## src/rtl/defines.sv

```systemverilog
// Shared types for the I/O request path between cores and the device register bus.
package defines;

  localparam int CORE_COUNT       = 4;
  localparam int THREADS_PER_CORE = 4;

  typedef logic [$clog2(CORE_COUNT)-1:0]       core_id_t;
  typedef logic [$clog2(THREADS_PER_CORE)-1:0] local_thread_idx_t;

  typedef struct packed {
    logic              store;
    logic [31:0]       address;
    logic [31:0]       value;
    local_thread_idx_t thread_idx;
  } ioreq_packet_t;

  typedef struct packed {
    core_id_t          core;
    local_thread_idx_t thread_idx;
    logic [31:0]       read_value;
  } iorsp_packet_t;

  typedef enum logic [1:0] {
    IO_IDLE,
    IO_ISSUE,
    IO_WAIT,
    IO_RESPOND
  } io_responder_state_t;

endpackage

```

## src/rtl/oh_to_idx.sv

```systemverilog
// Converts a one-hot vector to its binary index.
module oh_to_idx #(
  parameter int NUM_SIGNALS = 4,
  parameter int INDEX_WIDTH = (NUM_SIGNALS > 1) ? $clog2(NUM_SIGNALS) : 1
) (
  input  logic [NUM_SIGNALS-1:0] one_hot,
  output logic [INDEX_WIDTH-1:0] index
);

  always_comb begin
    index = '0;
    for (int i = 0; i < NUM_SIGNALS; i++) begin
      if (|(one_hot & (NUM_SIGNALS'(1) << i))) index = index | INDEX_WIDTH'(i);
    end
  end

endmodule

```

## src/rtl/rr_arbiter.sv

```systemverilog
// Round-robin arbiter: the requester after the most recent grant has highest priority.
module rr_arbiter #(
  parameter int NUM_REQUESTERS = 4
) (
  input  logic                      clk,
  input  logic                      reset,
  input  logic [NUM_REQUESTERS-1:0] request,
  input  logic                      update_lru,
  output logic [NUM_REQUESTERS-1:0] grant_oh
);

  logic [NUM_REQUESTERS-1:0] last_q;
  logic [NUM_REQUESTERS-1:0] above_last;
  logic [NUM_REQUESTERS-1:0] masked;

  // Bits strictly above the last winner; empty when the last winner was the top requester.
  always_comb begin
    above_last = ~((last_q << 1) - NUM_REQUESTERS'(1));
    masked     = request & above_last;
    if (|masked) grant_oh = masked & (~masked + NUM_REQUESTERS'(1));
    else         grant_oh = request & (~request + NUM_REQUESTERS'(1));
  end

  always_ff @(posedge clk) begin
    if (reset) last_q <= {1'b1, {(NUM_REQUESTERS-1){1'b0}}};
    else if (update_lru && |request) last_q <= grant_oh;
  end

endmodule

```

## src/rtl/io_request_responder.sv

```systemverilog
// Target-side I/O request endpoint: arbitrates among cores, runs one bus transaction
// at a time, and broadcasts a completion to wake the requesting thread.
module io_request_responder
  import defines::*;
#(
  parameter int NUM_CORES      = CORE_COUNT,
  parameter int TIMEOUT_CYCLES = 255
) (
  input  logic                 clk,
  input  logic                 reset,
  input  logic [NUM_CORES-1:0] ior_request_valid,
  input  ioreq_packet_t        ior_request [NUM_CORES],
  output logic [NUM_CORES-1:0] ii_ready,
  output logic                 ii_response_valid,
  output iorsp_packet_t        ii_response,
  output logic                 io_read_en,
  output logic                 io_write_en,
  output logic [31:0]          io_address,
  output logic [31:0]          io_write_data,
  input  logic [31:0]          io_read_data,
  input  logic                 io_ready,
  output logic                 io_timeout
);

  localparam int IDX_W = (NUM_CORES > 1) ? $clog2(NUM_CORES) : 1;
  localparam int CNT_W = $clog2(TIMEOUT_CYCLES + 1);

  io_responder_state_t state_q, state_d;
  logic                store_q, store_d;
  logic [31:0]         address_q, address_d;
  logic [31:0]         wdata_q, wdata_d;
  local_thread_idx_t   thread_q, thread_d;
  logic [IDX_W-1:0]    core_q, core_d;
  logic [31:0]         rdata_q, rdata_d;
  logic [CNT_W-1:0]    cnt_q, cnt_d;

  logic [NUM_CORES-1:0] grant_oh;
  logic [IDX_W-1:0]     grant_idx;
  logic                 update_lru;

  rr_arbiter #(
    .NUM_REQUESTERS(NUM_CORES)
  ) u_arbiter (
    .clk       (clk),
    .reset     (reset),
    .request   (ior_request_valid),
    .update_lru(update_lru),
    .grant_oh  (grant_oh)
  );

  oh_to_idx #(
    .NUM_SIGNALS(NUM_CORES),
    .INDEX_WIDTH(IDX_W)
  ) u_grant_idx (
    .one_hot(grant_oh),
    .index  (grant_idx)
  );

  always_comb begin
    state_d           = state_q;
    store_d           = store_q;
    address_d         = address_q;
    wdata_d           = wdata_q;
    thread_d          = thread_q;
    core_d            = core_q;
    rdata_d           = rdata_q;
    cnt_d             = cnt_q;
    ii_ready          = '0;
    update_lru        = 1'b0;
    io_read_en        = 1'b0;
    io_write_en       = 1'b0;
    io_timeout        = 1'b0;
    ii_response_valid = 1'b0;
    ii_response       = '0;
    case (state_q)
      IO_IDLE: begin
        ii_ready = grant_oh;
        if (|ior_request_valid) begin
          update_lru = 1'b1;
          store_d    = ior_request[grant_idx].store;
          address_d  = ior_request[grant_idx].address;
          wdata_d    = ior_request[grant_idx].value;
          thread_d   = ior_request[grant_idx].thread_idx;
          core_d     = grant_idx;
          state_d    = IO_ISSUE;
        end
      end
      IO_ISSUE: begin
        io_write_en = store_q;
        io_read_en  = !store_q;
        cnt_d       = '0;
        state_d     = IO_WAIT;
      end
      // An acknowledge arriving in the timeout cycle takes precedence over the timeout.
      IO_WAIT: begin
        if (io_ready) begin
          rdata_d = store_q ? 32'h0 : io_read_data;
          state_d = IO_RESPOND;
        end else if (cnt_q == CNT_W'(TIMEOUT_CYCLES)) begin
          rdata_d    = 32'hFFFF_FFFF;
          io_timeout = 1'b1;
          state_d    = IO_RESPOND;
        end else begin
          cnt_d = cnt_q + CNT_W'(1);
        end
      end
      IO_RESPOND: begin
        ii_response_valid      = 1'b1;
        ii_response.core       = core_id_t'(core_q);
        ii_response.thread_idx = thread_q;
        ii_response.read_value = rdata_q;
        state_d                = IO_IDLE;
      end
      default: state_d = IO_IDLE;
    endcase
  end

  always_ff @(posedge clk) begin
    if (reset) begin
      state_q   <= IO_IDLE;
      store_q   <= 1'b0;
      address_q <= '0;
      wdata_q   <= '0;
      thread_q  <= '0;
      core_q    <= '0;
      rdata_q   <= '0;
      cnt_q     <= '0;
    end else begin
      state_q   <= state_d;
      store_q   <= store_d;
      address_q <= address_d;
      wdata_q   <= wdata_d;
      thread_q  <= thread_d;
      core_q    <= core_d;
      rdata_q   <= rdata_d;
      cnt_q     <= cnt_d;
    end
  end

  assign io_address    = address_q;
  assign io_write_data = wdata_q;

endmodule

```

## config.mk

```make
export PLATFORM = sky130hd
export DESIGN_NAME = io_request_responder
export DESIGN_NICKNAME = d
export VERILOG_FILES = /design/src/rtl/defines.sv /design/src/rtl/oh_to_idx.sv /design/src/rtl/rr_arbiter.sv /design/src/rtl/io_request_responder.sv
export SDC_FILE = /design/constraint.sdc
export NUM_CORES = 1
export LEC_CHECK = 0
export ABC_AREA = 0
export CAP_MARGIN = 10
export CORE_AREA = 2 2 163 165
export DETAILED_ROUTE_END_ITERATION = 7
export DIE_AREA = 0 0 165 167
export HOLD_SLACK_MARGIN = 0.06
export PLACE_DENSITY = 0.58
export SLEW_MARGIN = 20
export SYNTH_ARGS = -nofsm -noshare
export SYNTH_HDL_FRONTEND = slang
export SYNTH_SLANG_ARGS = --single-unit
```

## constraint.sdc

```tcl
create_clock -name clk -period 5 [get_ports clk]
set_clock_uncertainty 0.15 [all_clocks]
set_input_delay 1.5 -clock clk [delete_from_list [all_inputs] [get_ports clk]]
set_output_delay 1.5 -clock clk [all_outputs]
set_load 0.01 [all_outputs]
```

Word-level counts from Yosys, hierarchy flattened
Index checks and enable logic that the tools add are counted.
{"block": "op_classes", "multipliers": 0, "mux": 27, "eq_ne": 8, "n_bitwise": 7, "div_mod_pow": 0, "n_lt_le_gt_ge": 1, "n_shift": 0, "reduce_logical": 11, "add_sub_neg": 4}
{"cell": "$bmux W67 S2", "n": 1}
{"cell": "$mux W67", "n": 2}
{"cell": "$mux W32", "n": 3}
{"cell": "$mux W36", "n": 1}
{"cell": "$mux W8", "n": 2}
{"cell": "$pmux W8 S2", "n": 1}
{"cell": "$and A4 B4 Y4", "n": 3}
{"cell": "$not A4 Y4", "n": 3}
{"cell": "$mux W2", "n": 5}
{"cell": "$mux W1", "n": 9}
{"cell": "$add A4 B1 Y4 const B", "n": 2}
{"cell": "$add A8 B1 Y8 const B", "n": 1}
{"cell": "$eq A8 B8 Y1 const B", "n": 1}
{"cell": "$mux W4", "n": 2}
{"cell": "$pmux W2 S4", "n": 1}
{"cell": "$reduce_or A4 Y1", "n": 2}
{"cell": "$ne A2 B2 Y1 const B", "n": 3}
{"cell": "$reduce_and A2 Y1", "n": 3}
{"cell": "$eq A2 B2 Y1 const B", "n": 2}
{"cell": "$reduce_bool A2 Y1", "n": 2}
{"cell": "$sub A4 B1 Y4 const B", "n": 1}
{"cell": "$ge A3 B3 Y1 const B", "n": 1}
{"cell": "$ne A3 B3 Y1 const B", "n": 1}
{"cell": "$not A2 Y3", "n": 1}
{"cell": "5 further kinds", "n": 5}
{"block": "totals", "latchBits": 0, "ramBits": 0, "regBits": 114, "in_bits": 307, "rom_bits": 0, "memories": 0, "output_inout_bits": 108, "wordCells": 67}

Longest topological paths before layout
Gate-level depths: netlist of run 1.
{"block": "depth", "ltp_word": 14, "depth_mapped": 10}

By module
From an unflattened synthesis of run 1, not the netlist that was laid out.
{"block": "unflattened", "hier_cells": 673, "area_unflattened_um2": 6461.2}
{"mod": "io_request_responder", "cells_per_inst": 639, "instances": 1, "area_per_inst_um2": 6162.2}
{"mod": "rr_arbiter", "cells_per_inst": 32, "instances": 1, "area_per_inst_um2": 286.5}
{"mod": "oh_to_idx", "cells_per_inst": 2, "instances": 1, "area_per_inst_um2": 12.5}

Worst setup path before layout of run 1
No wires, ideal clock.
{"block": "synth_timing", "path_kind": "input -> output", "start": "input ior_request_valid[3]", "end": "output ii_ready[1]", "arrival_time_ps": 2149, "n_path_buf": 1, "cell_stages": 4, "setup_slack_ps": 1201, "cell_sequence": "buf_2 -> nand2b_1 -> o221ai_1 -> nor2_1"}
{"block": "synth_via", "elab_chain_cells": 4}
{"item": "from (decl)", "line": "io_request_responder.sv:11", "text": "input logic [NUM_CORES-1:0] ior_request_valid,"}
{"item": "$and A4 B4 Y4", "line": "rr_arbiter.sv:19", "text": "masked = request & above_last;"}
{"item": "$reduce_or A4 Y1", "line": "rr_arbiter.sv:20", "text": "if (|masked) grant_oh = masked & (~masked + NUM_REQUESTERS'(1));"}
{"item": "$mux W4", "line": "rr_arbiter.sv:20"}
{"item": "$mux W4", "line": "io_request_responder.sv:75", "text": "case (state_q)"}
{"item": "to (decl)", "line": "io_request_responder.sv:13", "text": "output logic [NUM_CORES-1:0] ii_ready,"}
No other way between the ends.

Worst setup path after layout of run 1
{"block": "layout_timing", "start": "input ior_request_valid[2]", "end": "output ii_ready[1]"}
Same word-level chain as after synthesis.

==> flow_metrics.tcl, run 1 <==
set metrics [dict create \
    status "completed" \
    start_util 0.275 \
    synthFlopType "dfxtp_1" \
    clkTransAtPathRegs_ns 0.05 \
    rrSetupSlack_ns 2.17 \
    power_density_mw_per_mm2 459 \
    worstMarginPinSlew_ns 0.916 \
    design.core.area_sq_mm 0.0258 \
    end_kind "output pin" \
    drtIter0Drc 572 \
    finish.net_count 1578 \
    drc 0 \
    wirelength_um 30800 \
    worst-setup-path-type "input port to output pin" \
    place_congestion 0.808 \
    synth_top_family_by_area "compound AO/OA/AOI/OAI gates" \
    clk_path_buf_depth 2 \
    period_minus_slack_ns 4.85 \
    grt_overflow 0 \
    antenna_found_initial 7 \
    synthAdderAreaFrac 0.0106 \
    h-tree-depth 4 \
    met1_length_um 12700 \
    synth_seq_cells 114 \
    slew_viol_final 0 \
    dr.pass1.iters 5 \
    vdd_ir_drop_max_mv 0.340 \
    wl_met2_um 14700 \
    cpLargestDelayFamily "buffers and inverters" \
    synthXorXnorAreaFrac 0.00988 \
    vias 8209 \
    synth_simple_gate_area_share 0.233 \
    seq_area_frac_synth 0.322 \
    worstPathRequired_ns 3.35 \
    p_leak_nw 4.24 \
    insertion_delay_ns 0.41 \
    cts_tree "yes" \
    synth_cell_type_count 43 \
    p_total_w 0.00558 \
    startpoint_type "input port" \
    max_stage_delay_ns 0.56 \
    synthArstFlopShare 0 \
    postCtsHoldBufs 0 \
    fin_tns_setup_ns 0 \
    post_drt_wl_per_cell_um 19.1 \
    io_pins 415 \
    wl_met3_um 2850 \
    syn-num-nets 1217 \
    dp.cells 1581 \
    syn_inst 904 \
    path_buf_inv 2 \
    rsz0062_at_grt "no" \
    cts_sinks 114 \
    hold_viol_final 0 \
    area_delta_synth_final_pct 71.2 \
    grt_max_degree 136 \
    dpl.hpwl_um 21300 \
    max-cap-violations 0 \
    die_area_sq_mm 0.0276 \
    cp_slowest_cell "clkdlybuf4s50_1" \
    first_global_vias 7913 \
    worst_slack_ns 0.148 \
    finalCritPeriodShare 0.970 \
    drive_above_1_share 0.0799 \
    die_h_um 167 \
    setup_violations 0 \
    cp_num_cells 5 \
    cts_root_buf "clkbuf_16" \
    path_cells "clkdlybuf4s50_1 -> a21oi_1 -> o221ai_1 -> nor2_1 -> clkdlybuf4s50_1" \
    fmax_mhz 206 \
    highest_layer "met4" \
    final_antenna_net_count 0 \
    slew_headroom 0.388 \
    postSynthAreaPerCell_sq_um 7.85 \
    synth-compound-area-share 0.273 \
    core.rowCount 59 \
    fp.dieW_um 165 \
    yosysWarnings 0 \
    min_path_type "register to register" \
    via_per_inst 5.08 \
    portBuffers 414 \
    muxShareOfSynthArea 0.0959 \
    critPathMaxFanout 8 \
    timing.critical_path.mode_cell "clkdlybuf4s50_1" \
    postLayoutCoreUtil 0.471 \
    synth-edff-count 0 \
    numCtsBuffers 17 \
    place_ws_ns 0.122 \
    syn_area_sq_mm 0.00709 \
    grt_pass1_wl_um 46000 \
    grt_usage 0.216 \
    instances_no_fill 1617 \
    r2r_cells 9 \
    critical_path_arrival_ns 3.20 \
    holdPathStages 2 \
]
==> path summary, 6_finish.rpt <==
| kind | startpoint | end |
|---|---|---|
| max | ior_request_valid[2] | ii_ready[1] |
| min | core_q[1] | core_q[1] |
| max reg2reg | u_arbiter.last_q[0] | thread_q[0] |
| min reg2reg | core_q[1] | core_q[1] |
==> logic make-up (layout without fill, tap and decap cells) <==
kind of cell | after synthesis | in the layout
multiplexers | 68 | 68
XOR/XNOR | 8 | 8
AND/OR/NAND/NOR | 357 | 357
flip-flops | 114 | 114
other | 0 | 5
buffers and inverters | 92 | 465
AO/OA/AOI/OAI | 259 | 259
adder cells (fa/ha/maj) | 6 | 6
==> repair_timing <==
action,in CTS,in global routing
resized for setup,0,1
setup buffers,0,0
hold endpoints to repair,0,0
endpoints found under the setup margin,0,2
==> cell usage in the layout, fill, tap and decap left out, drive strengths merged, types with 3 or more instances in the layout <==
master / count
ha: 6
a31o: 67
clkinv: 4
inv: 6
xnor2: 7
and2: 39
a21oi: 10
a211oi: 34
clkbuf: 23
a32oi: 68
mux2i: 68
nand4: 3
nand3: 75
dfxtp: 114
nand2: 139
nor3: 6
diode: 5
nor2: 54
nand2b: 36
buf: 15
o21ai: 69
clkdlybuf4s50: 412
==> synthesized netlist by cell type, types with 7 or more instances <==
master / count / area share
nand2_1: 139 / 0.074
dfxtp_1: 114 / 0.32
nand3_1: 75 / 0.053
a32oi_1: 68 / 0.084
mux2i_1: 68 / 0.096
clkbuf_1: 57 / 0.030
nor2_1: 53 / 0.028
a31o_2: 48 / 0.059
and2_1: 39 / 0.034
o21ai_0: 37 / 0.026
nand2b_1: 36 / 0.032
a211oi_1: 33 / 0.035
o21ai_1: 31 / 0.022
buf_2: 21 / 0.015
a31o_1: 19 / 0.023
a21oi_1: 9 / 0.0063
buf_4: 7 / 0.0074
xnor2_1: 7 / 0.0086
==> state kept, by name, summed over array words and instances (netlist names) <==
name and cells:
thread_q 2, u_arbiter.last_q 3, cnt_q 8, store_q 1, core_q 2, rdata_q 32
io_write_data 32, io_address 32, state_q 2
==> cell type report <==
cell class                 count  area [sq um]
antenna                        5          12.5
clock buffer                  23           488
clock inverter                 8           103
fill                        2522         13600
inverter                       6          22.5
multi-input combinational    698          4480
sequential                   114          2280
tap                          335           419
timing repair buffer         428          4340
==> worst reg2reg max path, stage by stage, from the launching register on <==
cell and delay (ns):
dfxtp_1 0.47, inv_1 0.08, ha_1 0.24, xor2_1 0.28, o221ai_1 0.18, buf_4 0.20
o21ai_4 0.09, buf_4 0.47, mux2i_1 0.38, a32oi_1 0.14
==> layer usage <==
| layer | GRT usage | vias to the layer above |
|---|---|---|
| met5 | 0 | - |
| met4 | 0.0643 | 0 |
| met3 | 0.0772 | 32 |
| met2 | 0.362 | 329 |
| met1 | 0.258 | 3789 |
| li1 | - | 4059 |
==> where the power goes <==
part           internal (W)  leakage, nW  switching [W]
combinational       0.00135         3.02        0.00166
clock              0.000785        0.285       0.000457
sequential          0.00118        0.938       0.000147
total               0.00332         4.24        0.00226
==> metrics by stage <==
step                instance area, sq um  hold slack (ns)
floorplan                           7090            0.307
global placement                   11500            0.328
detailed placement                 11500            0.337
CTS                                12100            0.344
global route                       12100            0.363
finish                             12100            0.340
(Power assumes the default switching activity.)
==> inputs of run 2 (changes only) <==
Settings changed: MAX_ROUTING_LAYER set to met4.
==> run 2 against run 1 <==
First-iteration DRC count grew 0.35%. Sequential cell count stayed put. Cell count barely moved. Setup slack got worse by 0.0081 ns. Clock power is essentially flat. Cell area about the same. Global-route usage rose by 0.69 points. Sequential power about the same. Largest power group unchanged.
==> flow_metrics.tcl, run 2 (synthesis results as in run 1) <==
set metrics [dict create \
    status "completed" \
    design.core.area_sq_mm 0.0258 \
    slew_headroom 0.388 \
    clkTransAtPathRegs_ns 0.06 \
    max_stage_delay_ns 0.56 \
    hold_viol_final 0 \
    clk_path_buf_depth 2 \
    timing.critical_path.mode_cell "clkdlybuf4s50_1" \
    min_path_type "register to register" \
    fin_tns_setup_ns 0 \
    via_per_inst 5.08 \
    worst_r2r_endpoint "thread_q[0]" \
    grt_max_degree 136 \
    timing.rr.start "u_arbiter.last_q[0]" \
    antenna_found_initial 7 \
    numCtsBuffers 17 \
    period_minus_slack_ns 4.86 \
    grt_usage 0.223 \
    finish.net_count 1578 \
    top_usage_layer "met2" \
    cts_sinks 114 \
    crit_start "ior_request_valid[2]" \
    worst-setup-path-type "input port to output pin" \
    startpoint_type "input port" \
    grt_pass1_wl_um 45900 \
    place_congestion 0.819 \
    mostFrequentLayoutCells "clkdlybuf4s50_1 (412), nand2_1 (139), dfxtp_1 (114)" \
    cts_tree "yes" \
    critPathMaxFanout 8 \
    wirelength_um 30800 \
    rrSetupSlack_ns 2.16 \
    drive_above_1_share 0.0799 \
    die_h_um 167 \
    critical_path_arrival_ns 3.21 \
    final_antenna_net_count 0 \
    crit_path_end "ii_ready[1]" \
    finalCritPeriodShare 0.972 \
    fmax_mhz 206 \
    postCtsSetupRepairBufs 0 \
    grtUsageMet3 0.0707 \
    power_density_mw_per_mm2 459 \
    whs_ns 0.341 \
    worstMarginPinSlew_ns 0.915 \
    insertion_delay_ns 0.41 \
    path_cells "clkdlybuf4s50_1 -> a21oi_1 -> o221ai_1 -> nor2_1 -> clkdlybuf4s50_1" \
    vdd_ir_drop_max_mv 0.338 \
    layout_commonest_cell "clkdlybuf4s50_1" \
    grt_overflow 0 \
    portBuffers 414 \
    use_met1 0.265 \
    io_pins 415 \
    vias 8213 \
    cts_root_buf "clkbuf_16" \
    die_area_sq_mm 0.0276 \
    end_kind "output pin" \
    cp_slowest_cell "clkdlybuf4s50_1" \
    dpl.hpwl_um 21300 \
    first_global_vias 7940 \
    core.rowCount 59 \
    worstPathRequired_ns 3.35 \
    fp.dieW_um 165 \
    area_delta_synth_final_pct 71.2 \
    h-tree-depth 4 \
    start_util 0.275 \
    setup_violations 0 \
    r2r_cells 9 \
    slew_viol_final 0 \
    post_drt_wl_per_cell_um 19.0 \
    drtIter0Drc 574 \
    drc 0 \
    met2_usage 0.361 \
    max-cap-violations 0 \
    p_leak_nw 4.24 \
    rsz0062_at_grt "no" \
    dr.pass1.iters 5 \
]
==> run 2: timing repair <==
item / in CTS / in global routing
hold buffers: 0 / 0
gates resized for setup: 0 / 1
endpoints found under the setup margin: 0 / 2
==> run 2: critical path: cells and delay by family <==
kind	cells	cell delay, ns
AO/OA/AOI/OAI	2	0.42
buffers and inverters	2	1.10
AND/OR/NAND/NOR	1	0.18
==> run 2: area by class of cell <==
| class | instances | area (sq um) |
|---|---|---|
| repair buffers | 428 | 4340 |
| fillers | 2522 | 13600 |
| inverters | 6 | 22.5 |
| flip-flops and latches | 114 | 2280 |
| clock inverters | 8 | 103 |
| clock buffers | 23 | 488 |
| well taps | 335 | 419 |
| multi-input cells | 698 | 4480 |
| diodes | 6 | 15.0 |
==> run 2: how the worst min path moves through the flow <==
stage,start,endpoint,slack [ns],cells after the start
after floorplan,u_arbiter.last_q[1],u_arbiter.last_q[1],0.31,2
after global placement,u_arbiter.last_q[1],u_arbiter.last_q[1],0.33,2
after detailed placement,rdata_q[29],rdata_q[29],0.34,2
after CTS,rdata_q[29],rdata_q[29],0.34,2
after global routing,rdata_q[13],rdata_q[13],0.36,2
final,core_q[1],core_q[1],0.34,2
==> run 2: stage by stage <==
stage / util / power, W / setup WS (ns) / instance area, sq um / std cells
after floorplan: - / 0.00309 / 1.20 / 7090 / 904
after global placement: 0.448 / 0.00436 / 0.149 / 11500 / 1581
after detailed placement: 0.448 / 0.00437 / 0.122 / 11500 / 1581
after CTS: 0.471 / 0.00564 / 0.116 / 12100 / 1612
after global routing: 0.471 / 0.00595 / 0.00617 / 12100 / 1618
final: 0.471 / 0.00558 / 0.140 / 12100 / 1618
==> run 2: routing by layer <==
metal | part of all wire | up-vias
met2 | 0.47 | 312
met3 | 0.081 | 31
met4 | 0.020 | 0
met1 | 0.43 | 3808
li1 | - | 4062
met5 | 0 | -
==> run 2: power by group <==
| part | internal [W] | leakage, nW | switching [W] |
|---|---|---|---|
| combinational | 0.00135 | 3.02 | 0.00166 |
| sequential | 0.00118 | 0.938 | 0.000147 |
| clock | 0.000784 | 0.285 | 0.000458 |
